[config.mk]
export PLATFORM = sky130hd
export DESIGN_NAME = lockable_rr_arbiter
export DESIGN_NICKNAME = d
export VERILOG_FILES = /design/src/rtl/arb_pkg.sv /design/src/rtl/lockable_rr_arbiter_rr_pick.sv /design/src/rtl/lockable_rr_arbiter.sv
export SDC_FILE = /design/constraint.sdc
export NUM_CORES = 1
export LEC_CHECK = 0
export ABC_CLOCK_PERIOD_IN_PS = 3400
export CAP_MARGIN = 20
export CORE_ASPECT_RATIO = 1.1
export CORE_UTILIZATION = 37
export CTS_CLUSTER_DIAMETER = 50
export CTS_CLUSTER_SIZE = 14
export DETAILED_ROUTE_END_ITERATION = 12
export PLACE_DENSITY = 0.84
export SYNTH_ARGS = -nofsm -noshare
export SYNTH_HDL_FRONTEND = slang
export SYNTH_HIERARCHICAL = 1
export SYNTH_SLANG_ARGS = --single-unit
[constraint.sdc]
create_clock -name clk -period 3.4 [get_ports clk]
set_input_delay 1.02 -clock clk [delete_from_list [all_inputs] [get_ports clk]]
set_output_delay 1.02 -clock clk [all_outputs]
set_load 0.01 [all_outputs]
[src/rtl/arb_pkg.sv]
// Shared constants and helpers for the lockable round-robin arbiter.
// Holds the priority-mode encodings and the io_chosen width rule.
package arb_pkg;

  localparam bit MODE_RR    = 1'b1;
  localparam bit MODE_FIXED = 1'b0;

  function automatic int cw_of(input int n);
    return (n > 1) ? $clog2(n) : 1;
  endfunction

endpackage

[src/rtl/lockable_rr_arbiter_rr_pick.sv]
// Combinational find-first-set over req, searching base, base+1, ... mod N.
// any is high when at least one request is set.
module rr_pick
  import arb_pkg::*;
#(
  parameter int N  = 3,
  parameter int CW = cw_of(N)
) (
  input  logic [N-1:0]  req,
  input  logic [CW-1:0] base,
  output logic [CW-1:0] gnt_idx,
  output logic          any
);

  always_comb begin
    int            j;
    logic [CW-1:0] jj;
    j       = 0;
    jj      = '0;
    gnt_idx = '0;
    any     = 1'b0;
    for (int k = 0; k < N; k++) begin
      j  = (int'(base) + k) % N;
      jj = CW'(j);
      if (!any && req[jj]) begin
        any     = 1'b1;
        gnt_idx = jj;
      end
    end
  end

endmodule

[src/rtl/lockable_rr_arbiter.sv]
// N-channel arbiter with round-robin or fixed priority, multi-beat locking
// and a single registered output slot that sustains one beat per cycle.
module lockable_rr_arbiter
  import arb_pkg::*;
#(
  parameter  int N     = 3,
  parameter  int IDX_W = 7,
  parameter  int WAY_W = 1,
  parameter  bit RR    = MODE_RR,
  localparam int CW    = cw_of(N)
) (
  input  logic                 clk,
  input  logic                 reset,
  input  logic [N-1:0]         io_in_valid,
  output logic [N-1:0]         io_in_ready,
  input  logic [N*IDX_W-1:0]   io_in_bits_idx,
  input  logic [N*WAY_W-1:0]   io_in_bits_way_en,
  input  logic [N-1:0]         io_in_bits_last,
  input  logic                 io_out_ready,
  output logic                 io_out_valid,
  output logic [IDX_W-1:0]     io_out_bits_idx,
  output logic [WAY_W-1:0]     io_out_bits_way_en,
  output logic                 io_out_bits_last,
  output logic [CW-1:0]        io_chosen
);

  logic             out_valid_q, out_valid_d;
  logic [IDX_W-1:0] out_idx_q, out_idx_d;
  logic [WAY_W-1:0] out_way_q, out_way_d;
  logic             out_last_q, out_last_d;
  logic [CW-1:0]    chosen_q, chosen_d;
  logic [CW-1:0]    ptr_q, ptr_d;
  logic             lock_q, lock_d;
  logic [CW-1:0]    lock_ch_q, lock_ch_d;

  logic          can_take, win_vld, win_last, xfer, pick_any;
  logic [CW-1:0] pick_base, pick_idx, win_idx;

  assign can_take  = !out_valid_q | io_out_ready;
  assign pick_base = (RR == MODE_RR) ? ptr_q : '0;

  rr_pick #(
    .N  (N),
    .CW (CW)
  ) u_pick (
    .req     (io_in_valid),
    .base    (pick_base),
    .gnt_idx (pick_idx),
    .any     (pick_any)
  );

  // A held lock pins the grant to its owner even while the owner is idle.
  assign win_idx     = lock_q ? lock_ch_q : pick_idx;
  assign win_vld     = lock_q ? io_in_valid[lock_ch_q] : pick_any;
  assign xfer        = win_vld & can_take;
  assign io_in_ready = xfer ? (N'(1) << win_idx) : '0;
  assign win_last    = io_in_bits_last[win_idx];

  always_comb begin
    out_valid_d = out_valid_q;
    out_idx_d   = out_idx_q;
    out_way_d   = out_way_q;
    out_last_d  = out_last_q;
    chosen_d    = chosen_q;
    ptr_d       = ptr_q;
    lock_d      = lock_q;
    lock_ch_d   = lock_ch_q;
    if (xfer) begin
      out_valid_d = 1'b1;
      out_idx_d   = io_in_bits_idx[int'(win_idx)*IDX_W +: IDX_W];
      out_way_d   = io_in_bits_way_en[int'(win_idx)*WAY_W +: WAY_W];
      out_last_d  = win_last;
      chosen_d    = win_idx;
      lock_d      = !win_last;
      if (!win_last) begin
        lock_ch_d = win_idx;
      end else if (RR == MODE_RR) begin
        ptr_d = (win_idx == CW'(N - 1)) ? '0 : win_idx + 1'b1;
      end
    end else if (io_out_ready) begin
      out_valid_d = 1'b0;
    end
  end

  // Output slot and arbitration state
  always_ff @(posedge clk) begin
    if (reset) begin
      out_valid_q <= 1'b0;
      out_idx_q   <= '0;
      out_way_q   <= '0;
      out_last_q  <= 1'b0;
      chosen_q    <= '0;
      ptr_q       <= '0;
      lock_q      <= 1'b0;
      lock_ch_q   <= '0;
    end else begin
      out_valid_q <= out_valid_d;
      out_idx_q   <= out_idx_d;
      out_way_q   <= out_way_d;
      out_last_q  <= out_last_d;
      chosen_q    <= chosen_d;
      ptr_q       <= ptr_d;
      lock_q      <= lock_d;
      lock_ch_q   <= lock_ch_d;
    end
  end

  assign io_out_valid       = out_valid_q;
  assign io_out_bits_idx    = out_idx_q;
  assign io_out_bits_way_en = out_way_q;
  assign io_out_bits_last   = out_last_q;
  assign io_chosen          = chosen_q;

endmodule
**Word level (Yosys, flattened, before mapping)**

Cells that the tools add are included.
W data, S select, Z words.

- Register bits: 17
- Word-level logic and storage cells: 58

- Muxes and demuxes: 22
- Reduce and logical (&&, ||, !) cells: 9
- Magnitude comparators: 5
- Div/mod/pow operators: 3
- Equal/unequal tests: 1
- Multiply operators: 1
- Bitwise gates (word level): 3
- Add/sub/neg operators: 3
- Shift operators: 3

Operators by type and width:

| cell | count |
|---|---|
| $mod A32 B3 Y32 const B | 2 |
| $mod A3 B3 Y32 const B | 1 |
| $shiftx A21 B6 Y7 | 1 |
| $lt A2 B3 Y1 const B | 5 |
| $mux W1 | 11 |
| $bmux W1 S2 | 5 |
| $mux W2 | 5 |
| $mul A2 B3 Y5 const B | 1 |
| $logic_not A1 Y1 | 4 |
| $reduce_and A2 Y1 | 2 |
| $add A2 B1 Y3 const B | 1 |
| $add A2 B2 Y3 const B | 1 |
| $mux W3 | 1 |
| $shiftx A3 B3 Y1 | 1 |
| $shl A1 B2 Y3 const A | 1 |
| $add A2 B1 Y2 const B | 1 |
| $eq A2 B2 Y1 const B | 1 |
| $logic_and A1 B1 Y1 | 2 |
| $reduce_bool A2 Y1 | 1 |
| $and A1 B1 Y1 | 1 |
| $not A1 Y1 | 1 |
| $or A1 B1 Y1 | 1 |

**Longest topological paths before layout**

Gate-level depths: netlist of the first run.

- Depth after elaboration: 15
- Gate-level depth with buffers: 12

**Modules after synthesis**

Netlist of the first run, hierarchy kept.

By module, submodules not included:

| module | area each (um^2) | instances | cells each |
|---|---|---|---|
| lockable_rr_arbiter | 897.1 | 1 | 104 |
| rr_pick | 200.2 | 1 | 26 |

**Least setup slack after synthesis of the first run**

OpenSTA, ideal clock, no wires.

- Path type: input-to-output
- Start: in io_in_valid[2]
- End: out io_in_ready[1]
- Cell stages on the path: 8
- Setup slack: -160 ps
- Required time: 2380 ps
- Arrival: 2540 ps
- Path through: mux2i_1 -> mux2i_1 -> nor4b_1 -> a211oi_1 -> mux2i_2 -> buf_4 -> buf_2 -> and3_1

- Cells in the longest elaborated chain, start to end: 12

Ends and longest elaborated chain:

| what | RTL line | RTL |
|---|---|---|
| from (decl) | lockable_rr_arbiter.sv:14 | `input logic [N-1:0] io_in_valid,` |
| $bmux W1 S2 | lockable_rr_arbiter_rr_pick.sv:25 | `if (!any && req[jj]) begin` |
| $mux W1 (implied by the code) | lockable_rr_arbiter_rr_pick.sv:25 |  |
| $mux W1 | lockable_rr_arbiter_rr_pick.sv:25 |  |
| $logic_not A1 Y1 | lockable_rr_arbiter_rr_pick.sv:25 |  |
| $logic_and A1 B1 Y1 | lockable_rr_arbiter_rr_pick.sv:25 |  |
| $mux W1 | lockable_rr_arbiter_rr_pick.sv:25 |  |
| $logic_not A1 Y1 | lockable_rr_arbiter_rr_pick.sv:25 |  |
| $logic_and A1 B1 Y1 | lockable_rr_arbiter_rr_pick.sv:25 |  |
| $mux W2 * | lockable_rr_arbiter_rr_pick.sv:25 |  |
| via pick_idx[1] | lockable_rr_arbiter.sv:37 | `logic [CW-1:0] pick_base, pick_idx, win_idx;` |
| $mux W2 * | lockable_rr_arbiter.sv:53 | `assign win_idx = lock_q ? lock_ch_q : pick_idx;` |
| $shl A1 B2 Y3 * | lockable_rr_arbiter.sv:56 | `assign io_in_ready = xfer ? (N'(1) << win_idx) : '0;` |
| $mux W3 * | lockable_rr_arbiter.sv:56 |  |
| to (decl) | lockable_rr_arbiter.sv:15 | `output logic [N-1:0] io_in_ready,` |

Mark *: on every way through the listed nets, which the timed path passes. The rest lies on a longest branch. The select of a mux whose other input is x is not followed.

**Worst setup path after layout of the first run**

- Start: in io_in_valid[0]
- End: out io_in_ready[0]

The elaborated chain is that of the path after synthesis.

==> out/qor.json, run 1 <==
{
  "post_route_minimum_period_ps": 3490,
  "cts.root.buffer_cell": "sky130_fd_sc_hd__clkbuf_4",
  "num-fill-cells": 220,
  "die-area_sq_um": 3190,
  "critical_path.startpoint_type": "input pin",
  "cts_h_tree_depth": 1,
  "dr.pass1.iters": 4,
  "path_max_fanout": 5,
  "violations": "negative setup slack",
  "routed_via_density": 5.54,
  "multi_input_comb_area_sq_um": 778,
  "postSynthNetCount": 166,
  "synth-compound-area-share_pct": 18.0,
  "pin_count_of_the_biggest_net_entering_global_routing": 19,
  "post_synth_adder_cell_area_pct": 3.42,
  "min_path_cells": 2,
  "final-max-slew-violation-count": 0,
  "asyncSetResetFlopFracSynth_pct": 0,
  "design.portCount": 48,
  "crit_path_end_kind": "primary output",
  "cts.clk_slew.worst_paths_ps": 110,
  "tritoncts_num_sinks": 17,
  "place.detailed.instances": 218,
  "areaGrowthSynthToFinish_pct": 70.8,
  "hold_path.class": "flip-flop to flip-flop",
  "dp_worst_setup_slack_ps": -1060,
  "gpl.final_weighted_congestion": 0.756,
  "path_class": "input pin to primary output",
  "worst_slew_pin_slew_ps": 632,
  "synth_mux_area_share_pct": 16.0,
  "synth.ff_latch_count": 17,
  "setup_viol_count_final": 3,
  "clock_insertion_delay_worst_skew_ps": 300,
  "skew_ps": 1.15,
  "reg2reg_setup_slack_ps": 440,
  "grt_overflow": 0,
  "xor_xnor_fraction_of_synth_area_pct": 0,
  "share_of_post_route_cells_with_drive_strength_above_1_pct": 28.6,
  "cts-buffers-inserted": 3,
  "drt_first_iter_violations": 38,
  "vdd_drop_max_v": 0.000677,
  "syn-instance-count": 130,
  "diodes": 0,
  "synth-simple-area-share_pct": 25.4,
  "initial_antenna_violation_count": 0,
  "syn-mean-instance-area_sq_um": 8.44,
  "grt_pass1_wl_mm": 5.53,
  "finalWirelength_mm": 3.41,
  "drc_violation_count_after_routing": 0,
  "fin_ws_ps": -92.2,
  "r2r_cells": 15,
  "r2r-start": "pick_base[1]",
  "reg2reg_to": "io_out_bits_idx[0]",
  "sequential_cell_area_sq_um": 343,
  "most_frequently_used_flop_master_after_synthesis": "sky130_fd_sc_hd__dfxtp_1",
  "main_combinational_cell_family_by_area_after_synthesis": "simple AND/OR/NAND/NOR gates",
  "wire_per_inst_um": 14.7,
  "fmaxAchievable_mhz": 286,
  "start_util_pct": 39.2,
  "floorplan.die.width_um": 53.9,
  "final_cell_count_no_fill": 232,
  "fin_tns_setup_ps": -234,
  "io_buffer_count": 47,
  "seq_area_frac_synth_pct": 31.0,
  "pwr_density_cell_nw_per_um2": 1050,
  "final_net_count": 236,
  "tritoncts": "done",
  "cp.required_ps": 2380,
  "grt_pass1_vias": 1280,
  "vias": 1285,
  "cts_hold_buffers": 0,
  "synth_area_sq_um": 1100,
  "detail-route-antenna-nets": 0,
  "cp_data_arrival_time_ps": 2470,
  "finalCritPeriodShare_pct": 103,
  "synth_enable_flop_cells": 0,
  "rows": 20,
  "worst_slew_margin_rel_pct": 57.8,
  "dp_hpwl_mm": 2.36,
  "timing.final.hold_violations": 0,
  "grtUsageTotal_pct": 23.7,
  "max-cap-violations": 0,
  "cts_buffer_depth": 2,
  "result_of_the_run": "complete, but fails checks",
  "synth.lib_cells_used.distinct": 34,
  "cp_endpoint": "io_in_ready[0]",
  "leakage_nw": 0.786,
  "design.core.area_sq_um": 2800,
  "die_height_um": 59.1,
  "crit_start": "io_in_valid[0]",
  "rsz0062_at_grt": "true",
  "yosys_warnings": 6
}
[worst min path at each step]
| stage | start | endpoint | slack [ps] |
|---|---|---|---|
| final | io_out_bits_idx[3] | io_out_bits_idx[3] | 500 |
| after global routing | io_out_bits_idx[1] | io_out_bits_idx[1] | 530 |
| after CTS | io_out_bits_idx[3] | io_out_bits_idx[3] | 500 |
| after detailed placement | io_out_bits_idx[3] | io_out_bits_idx[3] | 480 |
| after global placement | io_out_bits_idx[2] | io_out_bits_idx[2] | 480 |
| after floorplan | pick_base[1] | pick_base[1] | 470 |
[cells in the final DEF (no fill, tap or decap), types with 2 or more instances in the layout]
cell,n
sky130_fd_sc_hd__a21oi_1,5
sky130_fd_sc_hd__o21ai_1,2
sky130_fd_sc_hd__buf_4,27
sky130_fd_sc_hd__dfxtp_2,2
sky130_fd_sc_hd__inv_1,5
sky130_fd_sc_hd__nor2b_1,2
sky130_fd_sc_hd__mux2i_1,13
sky130_fd_sc_hd__nand2b_1,4
sky130_fd_sc_hd__buf_2,3
sky130_fd_sc_hd__nand3b_1,3
sky130_fd_sc_hd__nor3_1,9
sky130_fd_sc_hd__clkbuf_4,3
sky130_fd_sc_hd__clkdlybuf4s50_1,41
sky130_fd_sc_hd__a311oi_1,9
sky130_fd_sc_hd__nand2_1,2
sky130_fd_sc_hd__a211oi_1,3
sky130_fd_sc_hd__mux2i_4,2
sky130_fd_sc_hd__dfxtp_1,15
sky130_fd_sc_hd__nor2_1,21
sky130_fd_sc_hd__buf_6,2
[cells in the mapped netlist, types with 2 or more instances]
cell | instances | share of area, %
sky130_fd_sc_hd__buf_4 | 3 | 2.1
sky130_fd_sc_hd__o21ai_0 | 2 | 0.91
sky130_fd_sc_hd__inv_1 | 5 | 1.7
sky130_fd_sc_hd__a211oi_1 | 4 | 2.7
sky130_fd_sc_hd__buf_2 | 3 | 1.4
sky130_fd_sc_hd__nor2b_1 | 3 | 1.7
sky130_fd_sc_hd__a311oi_1 | 9 | 7.2
sky130_fd_sc_hd__nor3_1 | 10 | 4.6
sky130_fd_sc_hd__mux2i_1 | 15 | 14
sky130_fd_sc_hd__nand2_1 | 2 | 0.68
sky130_fd_sc_hd__o21ai_1 | 2 | 0.91
sky130_fd_sc_hd__a21oi_1 | 5 | 2.3
sky130_fd_sc_hd__ha_1 | 3 | 3.4
sky130_fd_sc_hd__nor2_1 | 21 | 7.2
sky130_fd_sc_hd__clkbuf_1 | 3 | 1.0
sky130_fd_sc_hd__dfxtp_1 | 17 | 31
sky130_fd_sc_hd__nand2b_1 | 4 | 2.3
sky130_fd_sc_hd__nand3b_1 | 3 | 2.1
[per-stage QoR]
step | utilization (%) | area, sq um | power, mW | hold slack [ps]
after floorplan | - | 1120 | 1.16 | 470
after global placement | 60.7 | 1700 | 1.57 | 479
after detailed placement | 60.7 | 1700 | 1.62 | 479
after CTS | 66.3 | 1860 | 1.91 | 503
after global routing | 66.9 | 1870 | 2.10 | 528
final | 66.9 | 1870 | 1.97 | 503
[where the power goes]
group	total, mW	leakage (nW)	switching (mW)	internal, mW
Sequential	0.366	0.142	0.0695	0.297
Clock	0.115	0.0177	0.0708	0.0438
Combinational	1.49	0.626	0.700	0.785
[state kept, by name, summed over array words and instances (netlist names)]
signal and flops:
io_out_bits_last 1, lock_ch_q 2, io_chosen 2, io_out_bits_way_en 1, lock_q 1, pick_base 2, io_out_bits_idx 7, io_out_valid 1
[layer usage]
layer / routed length (um) / up-vias / global-route usage, %
met5: 0 / - / 0
met4: 46 / 0 / 12.0
met3: 221 / 6 / 3.59
met2: 1810 / 64 / 42.2
met1: 1320 / 604 / 26.5
li1: - / 611 / -
[worst max-delay path, stage by stage]
cell	delay (ps)
sky130_fd_sc_hd__buf_6	110
sky130_fd_sc_hd__mux2i_4	150
sky130_fd_sc_hd__mux2i_4	110
sky130_fd_sc_hd__nor4b_2	330
sky130_fd_sc_hd__a211oi_2	80
sky130_fd_sc_hd__mux2i_2	170
sky130_fd_sc_hd__buf_4	150
sky130_fd_sc_hd__nor3b_4	180
sky130_fd_sc_hd__buf_2	160
[repair_timing]
action / CTS / global route
pin swaps: 7 / 2
setup endpoints to repair: 4 / 3
setup buffers: 8 / 2
resized for setup: 44 / 2
[cells by family after synthesis]
kind of cell,Yosys count
muxes,17
DFF,17
buffers and inverters,14
and+or+nand+nor,52
adders and majority gates,3
AOI/OAI and AO/OA,27
[cell type report]
| cell class | instances | share of cell area, % |
|---|---|---|
| Clock buffer | 3 | 1.20 |
| Clock inverter | 1 | 0.267 |
| Inverter | 5 | 1.00 |
| Multi-Input combinational cell | 99 | 41.5 |
| Sequential cell | 17 | 18.3 |
| Tap cell | 33 | 2.20 |
| Timing Repair Buffer | 74 | 35.5 |
(Power assumes the default switching activity.)
==> inputs of run 2 (changes only) <==
--- a/config.mk
+++ b/config.mk
@@ -10,7 +10,7 @@
 export CORE_ASPECT_RATIO = 1.1
 export CORE_UTILIZATION = 37
 export CTS_CLUSTER_DIAMETER = 50
-export CTS_CLUSTER_SIZE = 14
+export CTS_CLUSTER_SIZE = 24
 export DETAILED_ROUTE_END_ITERATION = 12
 export PLACE_DENSITY = 0.84
 export SYNTH_ARGS = -nofsm -noshare
==> results of run 2 <==
No change in the layout: final DEF, timing and power equal those of run 1.
==> edit: new RTL, flow settings as in run 2 <==
The parameter `IDX_W` goes from 7 to 8.
--- a/src/rtl/lockable_rr_arbiter.sv
+++ b/src/rtl/lockable_rr_arbiter.sv
@@ -4,7 +4,7 @@
   import arb_pkg::*;
 #(
   parameter  int N     = 3,
-  parameter  int IDX_W = 7,
+  parameter  int IDX_W = 8,
   parameter  int WAY_W = 1,
   parameter  bit RR    = MODE_RR,
   localparam int CW    = cw_of(N)
Ports: changed (resized io_in_bits_idx and io_out_bits_idx); port bits go from 48 to 52. The function was not compared with the original's and may differ.
==> edit against run 2 <==
The flow finishes with violations (design-rule violations, negative setup slack). Cell area increased by 13%. Critical path type unchanged. Worst setup slack worse by 0.087 ns. Sequential cell count increased by 1. Maximum frequency down 2.4%. Highest routed layer unchanged. Routed wire length rose by 10%. Sequential power is 2% lower. Total power shrank 8.1%. Sequential share of layout area down 1.1 points. Area after synthesis up 12%. Hold slack improved by 0.016 ns. Register-to-register slack better by 0.06 ns.
==> edit: results (changes against run 2) <==
max FFs per register=8 (was 7); CP top delay family=multiplexers (was simple AND/OR/NAND/NOR gates); min-delay src=io_out_bits_idx[5]$_SDFFE_PP0P_ (was io_out_bits_idx[3]$_SDFFE_PP0P_); Seq/Total Area, Yosys=29.4% (was 31.0%); post-synth cell types=38 (was 34); startpoint types=input pin (unchanged); FF-to-FF Start=pick_base[0]$_SDFFE_PP0P_ (was pick_base[1]$_SDFFE_PP0P_); clock buffer count from CTS=3 (unchanged); static leakage=0.844 nW (was 0.786 nW); DRT iter0 DRCs=49 (was 38); n_diodes=0 (unchanged); Hold Crit Depth=2 (unchanged); Clock Skew=0.00216 ns (was 0.00115 ns); # placed instances=235 (was 218); reg2reg setup slack=0.50 ns (was 0.44 ns); top post-synthesis cells by count=dfxtp_1, a21oi_1, a211oi_1 (was nor2_1, dfxtp_1, mux2i_1); DR pass1 iterations=8 (was 4); slowest CP cell=mux2_4 (was nor4b_2); hpwl dp=2.79 mm (was 2.36 mm); NumNets Final=251 (was 236); worst setup margin=-0.179 ns (was -0.0922 ns); slowest stage delay, CP=0.30 ns (was 0.33 ns); Tightest Pin Transition=0.541 ns (was 0.632 ns); global-route wire length before repair=6.43 mm (was 5.53 mm); Post-Syn Nets=174 (was 166); worst vdd ir=0.555 mV (was 0.677 mV); Total Wirelength=3.76 mm (was 3.41 mm); CP Data Arrival Time=2.56 ns (was 2.47 ns); hold path endpoint=io_out_bits_idx[5]$_SDFFE_PP0P_ (was io_out_bits_idx[3]$_SDFFE_PP0P_); failing checks=design-rule violations, negative setup slack (was negative setup slack); worst hold path type=reg -> reg (unchanged); Worst-path clk slew=about 0.10 ns; clock latency at the later pin of the worst-skew pair=0.28 ns (was 0.30 ns); WL per Instance=15.4 µm (was 14.7 µm); reg2reg end=lock_ch_q[0]$_SDFFE_PP0P_ (was io_out_bits_idx[0]$_SDFFE_PP0P_); pin count of the biggest net entering global routing=17 (was 19); Root Driver=clkbuf_4 (unchanged); initial antenna violation count=0 (unchanged); setup violators final=3 (unchanged); synth top area cells=dfxtp_1, mux2_1, mux2i_1 (was dfxtp_1, mux2i_1, a311oi_1); vias in the first global route=1527 (was 1280); share of post-route cells with drive strength above 1=29.4% (was 28.6%); post-synthesis cell count=135 (was 130); via count=1404 (was 1285); worst setup path start=io_in_valid[2] (was io_in_valid[0]); status=finished, violations left (unchanged); Crit Path Max Fanout=4 (was 5); setup TNS after final layout=-0.309 ns (was -0.234 ns); DRC viols=2 (was 0); Filler cells=236 (was 220); Buffers on Ports=51 (was 47); maximum clock path buffer count=2 (unchanged); FFs w/ async S/R, synth=0% (unchanged); top_reg_cell synth=dfxtp_1 (unchanged); H-tree depth=1 (unchanged); post-route ant nets=0 (unchanged); GPL Wtd Cong=0.820 (was 0.756); GRT Total Usage=22.4% (was 23.7%); worst r2r path cells=12 (was 15)
edit: cell types whose count changed after synthesis, moves of 8 or more:
cell	change
nor2_1	-20
a21oi_1	+9
a22oi_1	+9
a311oi_1	-9
mux2_1	+9
nor3_1	-8
edit: per-layer routing:
metal  wire (µm)  GRT usage, %  vias up
met1        1400          23.7      666
met3         283          5.21        8
li1            -             -      672
met4          84          8.84        0
met5           0             0        -
met2        2000          41.7       58
edit: how the worst max path moves through the flow:
stage                                 to  slack, ns  cells after the start
final                     io_in_ready[1]      -0.18                     10
after global routing      io_in_ready[1]      -0.24                     10
after CTS                 io_in_ready[1]      -0.15                     10
after detailed placement  io_in_ready[2]      -1.07                      8
after global placement    io_in_ready[1]      -0.96                      9
after floorplan           io_in_ready[1]      -0.07                      8
edit: where the power goes:
part / switching (mW) / leakage [nW] / total [mW] / internal (mW)
registers: 0.0646 / 0.150 / 0.359 / 0.294
clock network: 0.0633 / 0.0210 / 0.128 / 0.0651
logic: 0.629 / 0.673 / 1.32 / 0.691
total: 0.756 / 0.844 / 1.81 / 1.05
edit: logic make-up after synthesis:
| group | Yosys count | share of synthesized area (%) |
|---|---|---|
| fa+ha+maj | 3 | 3.07 |
| compound gates | 51 | 29.9 |
| mux | 21 | 18.3 |
| flops | 18 | 29.4 |
| simple gates | 28 | 14.2 |
| buf+inv | 14 | 5.11 |
edit: layout make-up:
type | count | share of cell area (%)
clock buffer | 4 | 1.72
inverter | 6 | 1.07
multi-input combinational | 103 | 43.3
sequential | 18 | 17.2
tap | 34 | 2.01
timing repair buffer | 80 | 34.8
edit: per-stage QoR:
step	worst slack [ns]	hold slack [ns]	utilization (%)	instance area, µm²
after floorplan	-0.0668	0.455	-	1230
after global placement	-0.960	0.483	61.8	1920
after detailed placement	-1.07	0.499	61.8	1920
after CTS	-0.152	0.523	66.9	2070
after global routing	-0.238	0.529	68.2	2110
final	-0.179	0.520	68.2	2110
edit: worst reg2reg max path, stage by stage, from the launching register on:
cell and delay [ns]:
dfxtp_2 0.35, buf_4 0.11, ha_2 0.23, mux2i_4 0.27
mux2i_4 0.11, buf_6 0.14, nor4b_4 0.28, a211oi_2 0.07
mux2_4 0.30, buf_4 0.20, mux2i_1 0.32, o211a_1 0.25
mux2i_1 0.21
edit: repair_timing:
| item | CTS | global route |
|---|---|---|
| pin swaps | 4 | 4 |
| buffers inserted | 4 | 2 |
| endpoints found under the setup margin | 5 | 3 |
| gates resized for setup | 51 | 8 |
